[src/rtl/instr_encoder_loader.sv]
// instr_encoder_loader: encodes MIPS field records (R, lw, sw, beq, j) and streams them into instruction memory
module instr_encoder_loader #(
    parameter int          ADDR_W    = 8,
    parameter int unsigned BASE_ADDR = 0
) (
    input  logic              clk,
    input  logic              reset,
    input  logic              clear,
    input  logic              in_valid,
    output logic              in_ready,
    input  logic [2:0]        in_kind,
    input  logic [4:0]        in_rs,
    input  logic [4:0]        in_rt,
    input  logic [4:0]        in_rd,
    input  logic [4:0]        in_shamt,
    input  logic [5:0]        in_funct,
    input  logic [15:0]       in_imm,
    input  logic [25:0]       in_target,
    input  logic              in_last,
    output logic              imem_we,
    output logic [ADDR_W-1:0] imem_addr,
    output logic [31:0]       imem_wdata,
    input  logic              imem_ready,
    output logic              err,
    output logic              done,
    output logic              wrapped,
    output logic [ADDR_W:0]   word_count
);
    typedef enum logic [1:0] {IDLE, WRITE, DONE} state_t;
    state_t      state, state_n;
    logic        legal, accept, commit, rewind, last_q;
    logic [31:0] enc;
    assign legal  = in_kind <= 3'd4;
    assign accept = in_valid & in_ready;
    assign commit = imem_we & imem_ready;
    assign rewind = done & clear;
    always_comb begin
        enc = in_kind == 3'd0 ? {6'b000000, in_rs, in_rt, in_rd, in_shamt, in_funct} :
              in_kind == 3'd1 ? {6'b100011, in_rs, in_rt, in_imm} :
              in_kind == 3'd2 ? {6'b101011, in_rs, in_rt, in_imm} :
              in_kind == 3'd3 ? {6'b000100, in_rs, in_rt, in_imm} :
                                {6'b000010, in_target};
    end
    always_ff @(posedge clk) begin
        if (reset) state <= IDLE;
        else       state <= state_n;
    end
    always_comb begin
        state_n  = state;
        in_ready = 1'b0;
        imem_we  = 1'b0;
        done     = 1'b0;
        case (state)
            IDLE: begin
                in_ready = 1'b1;
                if (in_valid) state_n = legal ? WRITE : (in_last ? DONE : IDLE);
            end
            WRITE: begin
                imem_we = 1'b1;
                if (imem_ready) state_n = last_q ? DONE : IDLE;
            end
            DONE: begin
                done = 1'b1;
                if (clear) state_n = IDLE;
            end
            default: state_n = IDLE;
        endcase
    end
    // word register, counters and flags; commit and rewind never coincide (WRITE vs DONE)
    always_ff @(posedge clk) begin
        if (reset) begin
            imem_addr  <= ADDR_W'(BASE_ADDR);
            imem_wdata <= '0;
            last_q     <= 1'b0;
            err        <= 1'b0;
            wrapped    <= 1'b0;
            word_count <= '0;
        end else begin
            err <= accept & ~legal;
            if (accept & legal) begin
                imem_wdata <= enc;
                last_q     <= in_last;
            end
            if (commit) begin
                imem_addr  <= imem_addr + 1'b1;
                word_count <= &word_count ? word_count : word_count + 1'b1;
                if (&imem_addr) wrapped <= 1'b1;
            end
            if (rewind) begin
                imem_addr  <= ADDR_W'(BASE_ADDR);
                word_count <= '0;
                wrapped    <= 1'b0;
            end
        end
    end
endmodule

[config.mk]
export PLATFORM = sky130hd
export DESIGN_NAME = instr_encoder_loader
export DESIGN_NICKNAME = d
export VERILOG_FILES = /design/src/rtl/instr_encoder_loader.sv
export SDC_FILE = /design/constraint.sdc
export NUM_CORES = 1
export LEC_CHECK = 0
export ABC_CLOCK_PERIOD_IN_PS = 2000
export BUFFER_PORTS_ARGS = -buffer_cell sky130_fd_sc_hd__buf_2
export CAP_MARGIN = 20
export CELL_PAD_IN_SITES_DETAIL_PLACEMENT = 1
export CELL_PAD_IN_SITES_GLOBAL_PLACEMENT = 2
export CORE_UTILIZATION = 25
export CTS_CLUSTER_SIZE = 8
export DETAILED_ROUTE_END_ITERATION = 8
export PLACE_DENSITY_LB_ADDON = 0.2
export SLEW_MARGIN = 20
export SYNTH_ARGS = -nofsm -noshare
export SYNTH_HDL_FRONTEND = slang
export SYNTH_SLANG_ARGS = --single-unit
[constraint.sdc]
create_clock -name clk -period 2 [get_ports clk]
set_input_delay 0.4 -clock clk [delete_from_list [all_inputs] [get_ports clk]]
set_output_delay 0.4 -clock clk [all_outputs]
set_load 0.005 [all_outputs]
==> reports/metrics.csv <==
stage,metric,value,unit
worst_setup_path,CP Class,register to register,
clocking,H-tree depth,2,
floorplanning,die height,106,um
route,DR iter-0 viols,75,
grt,met2 usage,28.9,%
outcome,outcome,"complete, no violations",
synth,Netlist cell types,44,
route,Total Wirelength,9210,um
synth,synth top area cells,"dfxtp_1, a211oi_1, a21oi_1, o2111ai_1, o32ai_1",
pwr,Leakage Power,1.51,nW
pwr,Comb pwr share,19.6,%
worst_setup_path,reg-to-reg endpoint,word_count[5]$_SDFFE_PP0P_,
floorplanning,core area,0.0104,mm^2
worst_setup_path,R2R depth,7,
pwr,PwrDens,637,mW/mm^2
floorplanning,die area,0.0112,mm^2
final_layout,"most common cell after layout, fill and taps aside",buf_2,
clocking,Num CTS Buffers,5,
timing,ratio of final minimum period to clock period,91.8,%
timing,Setup-failing EPs final,0,
floorplanning,boundary pin count,131,
clocking,"Reg clk slew, reported paths",100,ps
clocking,TritonCTS clock tree,yes,
grt,global-route wire length before repair,14800,um
worst_setup_path,Worst Path Arrival,2080,ps
synth,Main synth FF type,dfxtp_1,
final_layout,most frequent cells in the layout,"buf_2, dfxtp_1, a21oi_1",
synth,yosys warns,0,
synth,Avg Inst Size Synth,8.71,um^2
clocking,worst skew pair latency,300,ps
final_layout,share of cells above drive strength 1,37.5,%
worst_setup_path,CP Capture Type,register,
clocking,cts hold-fix bufs,0,
grt,largest net degree at the start of global routing,34,
clocking,CTS Buffer Depth,2,
grt,vias in the first global route,2920,
route,via/cell ratio,5.07,
synth,Syn Nets,390,
worst_setup_path,Crit Path Max Fanout,8,
grt,GR Util met1,21.0,%
worst_setup_path,worst-path cell with the longest stage delay,or4_1,
synth,cell taking the most area after synthesis,dfxtp_1,
final_layout,Diodes inserted,0,
synth,Post-synth EDFFs,0,
job,# Max-Cap Violations,0,
pwr,total internal power,1.67,mW
final_layout,Register Area,0.00104,mm^2
timing,Max-slew headroom,42.7,%
route,drt first pass iters,4,
grt,met3 usage,3.37,%
grt,initial antenna violation count,0,
min_path,Worst Hold Path EP,last_q$_SDFFE_PP0P_,
worst_setup_path,most frequent CP cell,ha_1,
final_layout,"Core Util, Final",34.9,%
worst_setup_path,CP Data Required Time,2240,ps
timing,Worst Max-Slew Pin Slew,856,ps
worst_setup_path,startpoint types,register,
floorplanning,Initial Util,25.9,%
timing,Max Clock Skew,4.90,ps
grt,global route hottest layer,met2,
timing,final hold violations,0,
min_path,Hold WC Path Type,input pin to register,
pwr,worst vdd ir,0.000290,V
worst_setup_path,r2r setup slk,160,ps
timing,FMAX,545,MHz
timing,min Tclk post-route,1840,ps
floorplanning,Die W,106,um
worst_setup_path,RR Startpoint,word_count[0]$_SDFFE_PP0P_,
placement,Placement Setup Slack,41.4,ps
route,DR vias,2877,
timing,final setup margin,164,ps
pwr,P_sw,0.645,mW
timing,RSZ-0062 raised after global routing,false,
pwr,Clock power frac,31.7,%
worst_setup_path,critical-path cell list,"ha_1, nand3_1, nor2_1, ha_1, nand4bb_4, or4_1, a21oi_1",
route,DRC,0,
placement,gpl congestion,0.732,
timing,"Slew Viols, Final",0,
route,post-route ant nets,0,
synth,"FF+latch count, synth",52,
clocking,total setup buffers inserted after CTS,0,
final_layout,fillcell total,1270,
final_layout,post-route cell area,0.00364,mm^2
clocking,Clock Sinks,52,
grt,GRT overflow,0,
final_layout,Area Overhead vs Synth,34.7,%
min_path,Hold Path Cell Cnt,3,
pwr,Net Sw Frac,27.9,%
pwr,Power Total,2.32,mW
pwr,share of power burned in registers,48.7,%
placement,placed cell area,0.00351,mm^2
worst_setup_path,CP startpoint,word_count[0]$_SDFFE_PP0P_,
final_layout,Multi-input gate area,0.00144,mm^2
synth,top-area cell type share of the netlist area,38.6,%
final_layout,nets,511,
timing,setup TNS,0,ps
floorplanning,# rows,37,
synth,synthesized netlist cell count,310,
worst_setup_path,Critical Path Max Stage Delay,490,ps
placement,port bufs,129,
synth,synthesized area,0.00270,mm^2
route,Wirelength per Cell,16.2,um
clocking,CTS Root Cell,clkbuf_8,
synth,post-synthesis sequential area ratio,38.6,%
grt,gr usage total,16.6,%
min_path,Hold Path Origin,in_last,
placement,post-DP HPWL,6610,um
synth,asr flop ratio synth,0,%
clocking,CTS resizes,0,
-- state kept, by name (all words and copies together), names as in the netlist --
register	flops
imem_addr	8
word_count	9
imem_wdata	30
wrapped	1
err	1
state	2
last_q	1
-- synth_stat cells (all sizes together), types with 2 or more instances --
| master | number |
|---|---|
| clkbuf | 20 |
| o31ai | 8 |
| xor2 | 2 |
| a22oi | 2 |
| ha | 3 |
| dfxtp | 52 |
| o2111ai | 16 |
| nand4 | 2 |
| nand3b | 2 |
| a211oi | 26 |
| o21a | 17 |
| xnor2 | 2 |
| nand3 | 10 |
| o21ai | 11 |
| buf | 13 |
| mux2i | 10 |
| or4 | 9 |
| or3 | 3 |
| nor2 | 6 |
| inv | 24 |
| a21oi | 28 |
| o32ai | 16 |
| nor3 | 2 |
| nand2 | 8 |
| nor2b | 3 |
-- routing by layer --
layer | vias up | share of wire, % | routed length, um
met3 | 4 | 4.6 | 428
li1 | 1421 | - | -
met1 | 1377 | 46 | 4210
met5 | - | 0 | 0
met4 | 0 | 0.66 | 61
met2 | 75 | 49 | 4500
-- power groups by stage --
| stage | clock [mW] | combinational (mW) | sequential [mW] |
|---|---|---|---|
| after global placement | 0 | 0.453 | 1.15 |
| after detailed placement | 0 | 0.461 | 1.15 |
| final | 0.734 | 0.455 | 1.13 |
| after CTS | 0.783 | 0.462 | 1.13 |
| after global routing | 0.814 | 0.507 | 1.13 |
| after floorplan | 0 | 0.242 | 1.15 |
-- final cells by class --
| cell class | count | area share [%] |
|---|---|---|
| clock buffers | 5 | 1.89 |
| inverters | 25 | 2.58 |
| multi-input cells | 200 | 39.5 |
| well taps | 136 | 4.68 |
| repair buffers | 147 | 21.5 |
| flip-flops and latches | 52 | 28.7 |
| clock inverters | 3 | 1.17 |
-- per-stage QoR --
| stage | cells | hold slack, ps |
|---|---|---|
| floorplan | 310 | 454 |
| global placement | 560 | 460 |
| detailed placement | 560 | 466 |
| CTS | 568 | 349 |
| global route | 568 | 360 |
| finish | 568 | 368 |
-- cells by family (layout without fill, tap and decap cells) --
family	after synthesis	in the layout	synth area share (%)
xor gates and xnor gates	4	4	1.30
other	1	1	0.139
AOI/OAI and AO/OA	129	129	33.8
and+or+nand+nor	53	53	12.0
adders and majority gates	3	3	1.39
buffers and inverters	58	180	9.13
muxes	10	10	3.71
DFF	52	52	38.6
-- worst max path at each step --
stage                                            end  slack [ps]
after floorplan           word_count[3]$_SDFFE_PP0P_         200
after global placement    word_count[7]$_SDFFE_PP0P_          90
after detailed placement  word_count[2]$_SDFFE_PP0P_          40
after CTS                 word_count[2]$_SDFFE_PP0P_          20
after global routing      word_count[5]$_SDFFE_PP0P_          30
final                     word_count[5]$_SDFFE_PP0P_         160
-- critical path, delay by kind of cell (launching register included) --
kind | cells | cell delay, ps
simple gates | 4 | 890
flops | 1 | 330
compound gates | 1 | 150
fa+ha+maj | 2 | 400
Note: power is estimated with default switching activity, not from simulation.
